[src/rtl/ascon_pack.sv]
// Shared types and constants for the Ascon-128 control path.
// Optional abort support is enabled with ASCON_CTRL_ABORT_EN.
package ascon_pack;

  typedef enum logic [2:0] {
    IDLE,
    INIT,
    AD_WAIT,
    AD,
    PT_WAIT,
    PT,
    FINAL,
    DONE
  } type_ctrl_state;

  localparam logic [3:0] ROUND_P12_FIRST = 4'd0;
  localparam logic [3:0] ROUND_P6_FIRST  = 4'd6;
  localparam logic [3:0] ROUND_LAST      = 4'd11;

  localparam int DOWN_KEY_X34 = 0;
  localparam int DOWN_DSEP    = 1;
  localparam int DOWN_KEY_X12 = 2;

  typedef struct packed {
    logic       block_ack;
    logic       input_select;
    logic       ena_cpt;
    logic       init_a;
    logic       init_b;
    logic       ena_xor_up;
    logic       ena_xor_down;
    logic [2:0] down_sel;
    logic       ena_reg_state;
    logic       ena_cipher;
    logic       ena_tag;
    logic       busy;
    logic       done;
  } ctrl_t;

endpackage

[src/rtl/ascon_ctrl_fsm.sv]
// Ascon-128 encryption sequencer driving the permutation_xor datapath.
// Define ASCON_CTRL_ABORT_EN to add the abort_i input.
module ascon_ctrl_fsm
  import ascon_pack::*;
#(
  parameter int NB_AD = 1,
  parameter int NB_PT = 4
) (
  input  logic       clock_i,
  input  logic       resetb_i,
  input  logic       start_i,
  input  logic [3:0] round_i,
  input  logic       data_valid_i,
`ifdef ASCON_CTRL_ABORT_EN
  input  logic       abort_i,
`endif
  output logic       block_ack_o,
  output logic       input_select_o,
  output logic       ena_cpt_o,
  output logic       init_a_o,
  output logic       init_b_o,
  output logic       ena_xor_up_o,
  output logic       ena_xor_down_o,
  output logic [2:0] down_sel_o,
  output logic       ena_reg_state_o,
  output logic       ena_cipher_o,
  output logic       ena_tag_o,
  output logic       busy_o,
  output logic       done_o
);

  localparam logic [7:0] AD_LAST = 8'(NB_AD - 1);
  localparam logic [7:0] PT_LAST = 8'(NB_PT - 1);

  type_ctrl_state state_q, state_d;
  logic [7:0]     ad_cnt_q, ad_cnt_d;
  logic [7:0]     pt_cnt_q, pt_cnt_d;
  logic           first_q, first_d;
  logic           last_round;
  ctrl_t          c, co;

  assign last_round = (round_i == ROUND_LAST);

  always_comb begin
    c        = '0;
    state_d  = state_q;
    ad_cnt_d = ad_cnt_q;
    pt_cnt_d = pt_cnt_q;
    first_d  = first_q;
    c.busy   = (state_q != IDLE);
    unique case (state_q)
      IDLE: begin
        if (start_i) begin
          c.init_a = 1'b1;
          first_d  = 1'b1;
          state_d  = INIT;
        end
      end
      INIT: begin
        c.ena_reg_state = 1'b1;
        c.ena_cpt       = 1'b1;
        c.input_select  = ~first_q;
        first_d         = 1'b0;
        if (last_round) state_d = AD_WAIT;
      end
      AD_WAIT: begin
        c.init_b = 1'b1;
        if (data_valid_i) begin
          first_d = 1'b1;
          state_d = AD;
        end
      end
      AD: begin
        c.ena_reg_state = 1'b1;
        c.ena_cpt       = 1'b1;
        c.input_select  = 1'b1;
        first_d         = 1'b0;
        if (first_q) begin
          c.block_ack  = 1'b1;
          c.ena_xor_up = 1'b1;
          // key XOR left over from initialization
          if (ad_cnt_q == 8'd0) begin
            c.ena_xor_down           = 1'b1;
            c.down_sel[DOWN_KEY_X34] = 1'b1;
          end
        end
        if (last_round) begin
          if (ad_cnt_q == AD_LAST) begin
            state_d = PT_WAIT;
          end else begin
            ad_cnt_d = ad_cnt_q + 8'd1;
            state_d  = AD_WAIT;
          end
        end
      end
      PT_WAIT: begin
        c.init_a = (pt_cnt_q == PT_LAST);
        c.init_b = (pt_cnt_q != PT_LAST);
        if (data_valid_i) begin
          first_d = 1'b1;
          state_d = (pt_cnt_q == PT_LAST) ? FINAL : PT;
        end
      end
      PT: begin
        c.ena_reg_state = 1'b1;
        c.ena_cpt       = 1'b1;
        c.input_select  = 1'b1;
        first_d         = 1'b0;
        if (first_q) begin
          c.block_ack  = 1'b1;
          c.ena_xor_up = 1'b1;
          c.ena_cipher = 1'b1;
          if (pt_cnt_q == 8'd0) begin
            c.ena_xor_down        = 1'b1;
            c.down_sel[DOWN_DSEP] = 1'b1;
          end
        end
        if (last_round) begin
          pt_cnt_d = pt_cnt_q + 8'd1;
          state_d  = PT_WAIT;
        end
      end
      FINAL: begin
        c.ena_reg_state = 1'b1;
        c.ena_cpt       = 1'b1;
        c.input_select  = 1'b1;
        first_d         = 1'b0;
        if (first_q) begin
          c.block_ack              = 1'b1;
          c.ena_xor_up             = 1'b1;
          c.ena_cipher             = 1'b1;
          c.ena_xor_down           = 1'b1;
          c.down_sel[DOWN_KEY_X12] = 1'b1;
          // a lone PT block also carries the domain separator
          c.down_sel[DOWN_DSEP]    = (NB_PT == 1);
        end
        if (last_round) begin
          c.ena_tag = 1'b1;
          state_d   = DONE;
        end
      end
      DONE: begin
        c.done   = 1'b1;
        ad_cnt_d = 8'd0;
        pt_cnt_d = 8'd0;
        state_d  = IDLE;
      end
      default: state_d = IDLE;
    endcase
`ifdef ASCON_CTRL_ABORT_EN
    if (abort_i && state_q != IDLE) begin
      state_d  = IDLE;
      ad_cnt_d = 8'd0;
      pt_cnt_d = 8'd0;
      first_d  = 1'b0;
    end
`endif
  end

  always_ff @(posedge clock_i) begin
    if (resetb_i) begin
      state_q  <= IDLE;
      ad_cnt_q <= 8'd0;
      pt_cnt_q <= 8'd0;
      first_q  <= 1'b0;
    end else begin
      state_q  <= state_d;
      ad_cnt_q <= ad_cnt_d;
      pt_cnt_q <= pt_cnt_d;
      first_q  <= first_d;
    end
  end

  assign co = resetb_i ? '0 : c;

  assign block_ack_o     = co.block_ack;
  assign input_select_o  = co.input_select;
  assign ena_cpt_o       = co.ena_cpt;
  assign init_a_o        = co.init_a;
  assign init_b_o        = co.init_b;
  assign ena_xor_up_o    = co.ena_xor_up;
  assign ena_xor_down_o  = co.ena_xor_down;
  assign down_sel_o      = co.down_sel;
  assign ena_reg_state_o = co.ena_reg_state;
  assign ena_cipher_o    = co.ena_cipher;
  assign ena_tag_o       = co.ena_tag;
  assign busy_o          = co.busy;
  assign done_o          = co.done;

endmodule

[config.mk]
export PLATFORM = sky130hd
export DESIGN_NAME = ascon_ctrl_fsm
export DESIGN_NICKNAME = d
export VERILOG_FILES = /design/src/rtl/ascon_pack.sv /design/src/rtl/ascon_ctrl_fsm.sv
export SDC_FILE = /design/constraint.sdc
export NUM_CORES = 1
export LEC_CHECK = 0
export ABC_CLOCK_PERIOD_IN_PS = 2750
export BUFFER_PORTS_ARGS = -buffer_cell sky130_fd_sc_hd__buf_2
export CAP_MARGIN = 20
export CORE_MARGIN = 3
export CORE_UTILIZATION = 28
export CTS_BUF_LIST = sky130_fd_sc_hd__clkbuf_4 sky130_fd_sc_hd__clkbuf_8
export DETAILED_ROUTE_END_ITERATION = 7
export SETUP_SLACK_MARGIN = 0.2
export SLEW_MARGIN = 20
export SYNTH_ARGS = -nofsm -noshare
export SYNTH_HDL_FRONTEND = slang
export SYNTH_SLANG_ARGS = --single-unit
[constraint.sdc]
create_clock -name clock_i -period 2.75 [get_ports clock_i]
set_input_delay 0.1375 -clock clock_i [delete_from_list [all_inputs] [get_ports clock_i]]
set_output_delay 0.1375 -clock clock_i [all_outputs]
set_load 0.02 [all_outputs]
* Word-level counts from Yosys, hierarchy flattened
Index checks and enable logic that the tools add are counted.
** Storage, ports and cells
- Register bits :: 20
- Input bits :: 8
- Output and inout bits :: 15
- Word-level logic and storage cells :: 82
** Operators by class
- Add/sub/neg operators :: 2
- Eq/ne operators :: 19
- Mux-type cells :: 41
- Bitwise logic cells :: 1
- Reductions and logical operators :: 15
** Operator list (count)
- 8-bit case mux with 2 select lines :: 2
- 3-bit 2-to-1 mux :: 8
- 8-bit 2-to-1 mux :: 3
- 3-bit case mux with 8 select lines :: 1
- 8-bit by 1-bit adder with 8-bit output, second input constant :: 2
- 8-bit logical NOT :: 2
- 1-bit 2-to-1 mux :: 16
- 2-bit inequality test, second input constant :: 8
- 15-bit 2-to-1 mux :: 1
- 3-bit equality test, second input constant :: 4
- 8-bit by 2-bit equality test with 1-bit output, second input constant :: 1
- 8-bit by 2-bit inequality test with 1-bit output, second input constant :: 1
- 7-bit AND reduction :: 1
- 3-bit by 2-bit equality test with 1-bit output, second input constant :: 2
- 2-bit 2-to-1 mux :: 3
- 1-bit case mux with 2 select lines :: 3
- 2-bit case mux with 3 select lines :: 1
- 3-bit AND reduction :: 2
- 3-bit nonzero test :: 2
- 4-bit equality test, second input constant :: 1
- 4-bit 2-to-1 mux :: 1
- 2-bit case mux with 2 select lines :: 1
- 2-bit nonzero test :: 2
- 2-bit OR reduction :: 2
- other kinds (8) :: 8

* Logic depth before layout (Yosys ltp)
- Depth after elaboration :: 5
- Mapped depth :: 6
- Depth with buffers taken out :: 6

* Least setup slack after synthesis
OpenSTA, ideal clock, no wires.
- Kind :: register to output
- Start point :: reg ad_cnt_q[1]
- End point :: out ena_xor_down_o
- Data arrival time :: 1.647 ns
- Data required time :: 2.612 ns
- Path slack :: 0.966 ns
- Cell stages (with the launch flop) :: 7
- Path through :: dfxtp_1 -> inv_1 -> ha_1 -> or4b_4 -> nor4_1 -> o21ai_1 -> a21oi_1
** On the way
- Word-level cells in the longest chain between the ends :: 5
** RTL lines
- start: declaration :: RTL line ascon_ctrl_fsm.sv:36 : logic [7:0] ad_cnt_q, ad_cnt_d;
- start signal: assignment :: RTL line ascon_ctrl_fsm.sv:168 : ad_cnt_q <= ad_cnt_d;
- 8-bit logical NOT :: RTL line ascon_ctrl_fsm.sv:82 : if (ad_cnt_q == 8'd0) begin
- 1-bit 2-to-1 mux :: RTL line ascon_ctrl_fsm.sv:82
- 2-bit 2-to-1 mux :: RTL line ascon_ctrl_fsm.sv:78 : if (first_q) begin
- 2-bit case mux with 3 select lines :: RTL line ascon_ctrl_fsm.sv:51 : unique case (state_q)
- 15-bit 2-to-1 mux :: RTL line ascon_ctrl_fsm.sv:174 : assign co = resetb_i ? '0 : c;
- end: declaration :: RTL line ascon_ctrl_fsm.sv:23 : output logic ena_xor_down_o,
Every way passes these cells.

* Final worst setup path
- Start point :: reg state_q[0]
- End point :: out ena_xor_down_o
** On the way
- Word-level cells in the longest chain between the ends :: 3
- Elaborated cells on any way between the ends :: 5
- Those cells by class :: eq/ne: 3; mux: 2
** RTL lines
- start: declaration :: RTL line ascon_ctrl_fsm.sv:35 : type_ctrl_state state_q, state_d;
- start signal: assignment :: RTL line ascon_ctrl_fsm.sv:167 : state_q <= state_d;
- 3-bit equality test / 3-bit by 2-bit equality test with 1-bit output (equally long branches) :: RTL line ascon_ctrl_fsm.sv:51
- 2-bit case mux with 3 select lines * :: RTL line ascon_ctrl_fsm.sv:51
- 15-bit 2-to-1 mux * :: RTL line ascon_ctrl_fsm.sv:174
Mark *: on every way between the ends. The rest lies on a longest branch, timed or not.

==> impl_table.tex <==
\begin{tabular}{lr}
\hline
Metric & Value \\
\hline
\multicolumn{2}{l}{\textbf{Run status}} \\
Status & finished clean \\
\multicolumn{2}{l}{\textbf{Cells and area}} \\
Area Growth Syn to Fin & 11.9\% \\
Fraction of final layout cells with drive strength greater than 1 & roughly 18\% \\
Nets & 214 \\
Antenna Diode Count & 0 \\
\multicolumn{2}{l}{\textbf{Synthesis}} \\
Cell area after synthesis & 0.00146 mm2 \\
Mux cell area share after synthesis & 1.37\% \\
Synth area leader & sky130\_fd\_sc\_hd\_\_dfxtp\_1 \\
Compound-cell area share of the yosys netlist & 20.1\% \\
Proportion of netlist area held by the largest area contributor & between 20\% and 30\% \\
Average footprint of a synthesized cell & 7.77 um2 \\
EDFF count, synth & 0 \\
Dominant combinational cell family by area after synthesis & simple AND/OR/NAND/NOR gates \\
Register bit total from synthesis & 20 \\
Net count after synthesis & 200 \\
Number of instances in the synthesized netlist & 188 \\
Number of different library cells in the post-synthesis netlist & 50 \\
Post-Synth Adder-Cell Area & 3.42\% \\
Synthesis warning total & 0 \\
Simple-Gate Fraction of Synth Area & 33.7\% \\
Dominant synthesized flop cell & sky130\_fd\_sc\_hd\_\_dfxtp\_1 \\
Top post-synthesis cells by area & sky130\_fd\_sc\_hd\_\_dfxtp\_1 (27\%), sky130\_fd\_sc\_hd\_\_nor2\_1 (5.9\%), sky130\_fd\_sc\_hd\_\_a21oi\_1 (5.1\%) \\
Sequential cell area fraction in the yosys report & between 20 and 30\% \\
XOR/XNOR Fraction of Synth Area & 7.19\% \\
Post-synthesis async set-or-reset flop share & 0\% \\
\multicolumn{2}{l}{\textbf{Worst setup path}} \\
Standard cell with the maximum stage delay on the critical path & sky130\_fd\_sc\_hd\_\_dfxtp\_1 \\
Type of element capturing the critical path & output pin \\
Buffers plus inverters on the worst setup path & 2 \\
Crit path cell chain & inv\_1 -> nor4\_1 -> o21ai\_1 -> a21oi\_1 -> buf\_2 \\
Nature of the critical path startpoint & register \\
Required @ worst endpoint & about 2600 ps \\
Worst setup path category & register to output pin \\
Critical path fanouts, max & 22 \\
Data arrival time of the critical path & 2120 ps \\
Largest delay share family, worst path & flip-flops \\
R2r setup slk & about 820 ps \\
Worst stage delay on the critical path & just over 800 ps \\
\multicolumn{2}{l}{\textbf{Floorplanning}} \\
Starting density of the core & 29.9\% \\
Total number of placement rows & 25 \\
Die Footprint & between 0.006 and 0.007 mm2 \\
Die X & 78.2 um \\
Die height & 78.2 um \\
I/O pins & 23 \\
Core area & 0.00488 mm2 \\
\multicolumn{2}{l}{\textbf{Timing}} \\
Setup slack after layout & 488 ps \\
Slew Limit Headroom & 47.1\% \\
Endpoints failing setup & 0 \\
Setup skew after layout & 5.22 ps \\
Share of the clock period used by the worst path & 82.3\% \\
Unrepaired setup endpoints after global routing & no \\
Tightest Pin Transition & 792 ps \\
Setup TNS & 0 ps \\
Clock period minus final worst setup slack & 2260 ps \\
Number of hold violations in the final report & 0 \\
Count of pins over their slew limit & 0 \\
Top achievable clock speed & 442 MHz \\
\multicolumn{2}{l}{\textbf{GRT}} \\
Number of antenna violations at the first check in global routing & 0 \\
Overflow left after global routing & 0 \\
Wire length of the first global-routing pass & 6270 um \\
Total global routing track utilization & roughly 13\% \\
Number of global-route vias before repair & around 1300 \\
Maximum number of pins on one net before global-route repair & 23 \\
\multicolumn{2}{l}{\textbf{Detailed routing}} \\
Detail Route Antenna Nets & 0 \\
Via count & around 1400 \\
Drt total wl & 3560 um \\
Post-route DRC violation count & 0 \\
Post-DR vias/cell & 5.23 \\
Count of TritonRoute iterations in the first routing pass & 4 \\
Initial DRC count & 66 \\
Detail-routed net length per standard cell & 13.3 um \\
\multicolumn{2}{l}{\textbf{Place}} \\
Half-perimeter wire length of the detailed placement result & about 2600 um \\
Number of port buffers & 22 \\
Worst setup slack after placement & between 700 and 800 ps \\
Placer's final routability congestion estimate & 0.837 \\
\multicolumn{2}{l}{\textbf{Hold path}} \\
HP Class & primary input to register \\
\multicolumn{2}{l}{\textbf{Power}} \\
Max rail drop VDD & 0.244 mV \\
PwrDens & $\sim$360 mW/mm2 \\
Leakage & 0.616 nW \\
\multicolumn{2}{l}{\textbf{Clock network}} \\
Number of levels the H-tree was split into & 1 \\
Deepest clock path buffer count & 2 \\
TritonCTS clock tree & built \\
Clock latency of the later-clocked register in the worst-skew pair & 260 ps \\
Number of buffers inserted by post-CTS setup repair & 0 \\
Number of sinks handled by clock tree synthesis & 20 \\
Number of gates resized after cts & 0 \\
TritonCTS buffer count & 3 \\
Count of hold-fix buffers inserted at cts & 0 \\
Clock transition at the registers of the reported paths & 80 ps \\
Root Driver & sky130\_fd\_sc\_hd\_\_clkbuf\_8 \\
\multicolumn{2}{l}{\textbf{Run}} \\
Number of max-cap violations & 0 \\
\hline
\end{tabular}
[kinds of logic (layout without fill, tap and decap cells)]
kind of cell,Yosys count,in the layout
AND/OR/NAND/NOR,86,86
XOR/XNOR,12,12
multiplexers,2,2
flip-flops,20,20
buffers and inverters,22,34
AO/OA/AOI/OAI,42,42
adder cells (fa/ha/maj),4,4
[cell type report]
| type | instances | area [um2] |
|---|---|---|
| Clock buffer | 3 | 41.3 |
| Fill cell | 543 | 3240 |
| Inverter | 8 | 30.0 |
| Multi-Input combinational cell | 146 | 962 |
| Sequential cell | 20 | 400 |
| Tap cell | 67 | 83.8 |
| Timing Repair Buffer | 23 | 118 |
[power by group]
group	switching (W)	internal (W)	total (W)
Combinational	0.0000512	0.0000324	0.0000836
Clock	0.0000954	0.0000975	0.000193
Sequential	0.0000187	0.000296	0.000315
Total	0.000165	0.000426	0.000591
[flip-flops by register name (all words and copies together) (netlist names)]
register  flops
state_q       3
ad_cnt_q      8
first_q       1
pt_cnt_q      8
[cell usage in the layout, fill, tap and decap left out, drive strengths merged, types with 5 or more instances in the layout]
cell type,n
xnor2,6
nand3,8
nand2,17
nor3,7
dfxtp,20
inv,8
o211ai,5
buf,23
nor2,23
nor4,6
xor2,6
a21oi,15
[Yosys cell counts, types with 2 or more instances]
library cell	count
sky130_fd_sc_hd__or4_1	2
sky130_fd_sc_hd__nor2_1	23
sky130_fd_sc_hd__inv_1	7
sky130_fd_sc_hd__dfxtp_1	20
sky130_fd_sc_hd__nor4_2	3
sky130_fd_sc_hd__ha_1	4
sky130_fd_sc_hd__a31oi_1	3
sky130_fd_sc_hd__buf_4	2
sky130_fd_sc_hd__nor2b_1	2
sky130_fd_sc_hd__xnor2_1	6
sky130_fd_sc_hd__nand3_1	8
sky130_fd_sc_hd__xor2_1	6
sky130_fd_sc_hd__mux2i_1	2
sky130_fd_sc_hd__buf_2	7
sky130_fd_sc_hd__o211ai_1	5
sky130_fd_sc_hd__o2111ai_1	2
sky130_fd_sc_hd__nand4_1	3
sky130_fd_sc_hd__and4_1	2
sky130_fd_sc_hd__and2_1	2
sky130_fd_sc_hd__nor4_1	3
sky130_fd_sc_hd__o21ai_1	2
sky130_fd_sc_hd__a21oi_1	15
sky130_fd_sc_hd__and3_1	3
sky130_fd_sc_hd__clkbuf_1	5
sky130_fd_sc_hd__and4b_1	2
sky130_fd_sc_hd__or3_1	2
sky130_fd_sc_hd__nor3_1	7
sky130_fd_sc_hd__nand2_1	17
sky130_fd_sc_hd__nand4b_1	2
[worst register-to-register path: stages, from the launching register on]
cell and delay (ps):
sky130_fd_sc_hd__dfxtp_1 810, sky130_fd_sc_hd__and4_1 330, sky130_fd_sc_hd__o211ai_1 150, sky130_fd_sc_hd__or4_1 510, sky130_fd_sc_hd__nand2_1 80
[path summary, 6_finish.rpt]
kind | start | end | cells after the start
worst max-delay path | state_q[0] | ena_xor_down_o | 5
worst min register to register | ad_cnt_q[7] | ad_cnt_q[7] | 2
worst max register to register | state_q[0] | ad_cnt_q[6] | 4
worst min-delay path | resetb_i | first_q | 2
[metrics by stage]
step | total power [W] | hold slack [ps] | cells | util, % | cell area [um2]
final | 0.000591 | 252 | 267 | 33.5 | 1640
after global routing | 0.000626 | 262 | 267 | 33.5 | 1640
after CTS | 0.000601 | 243 | 267 | 33.5 | 1640
after detailed placement | 0.000404 | 480 | 264 | 32.7 | 1590
after global placement | 0.000404 | 469 | 264 | 32.7 | 1590
after floorplan | 0.000383 | 400 | 188 | - | 1460
[metal layers]
metal | vias to the layer above | routed length [um] | GRT usage, %
met3 | 2 | 123 | 2.98
met1 | 660 | 1750 | 18.0
met2 | 20 | 1670 | 18.9
li1 | 715 | - | -
met5 | - | 0 | 0
met4 | 0 | 25 | 2.62
Power figures use the tool's default switching activity.
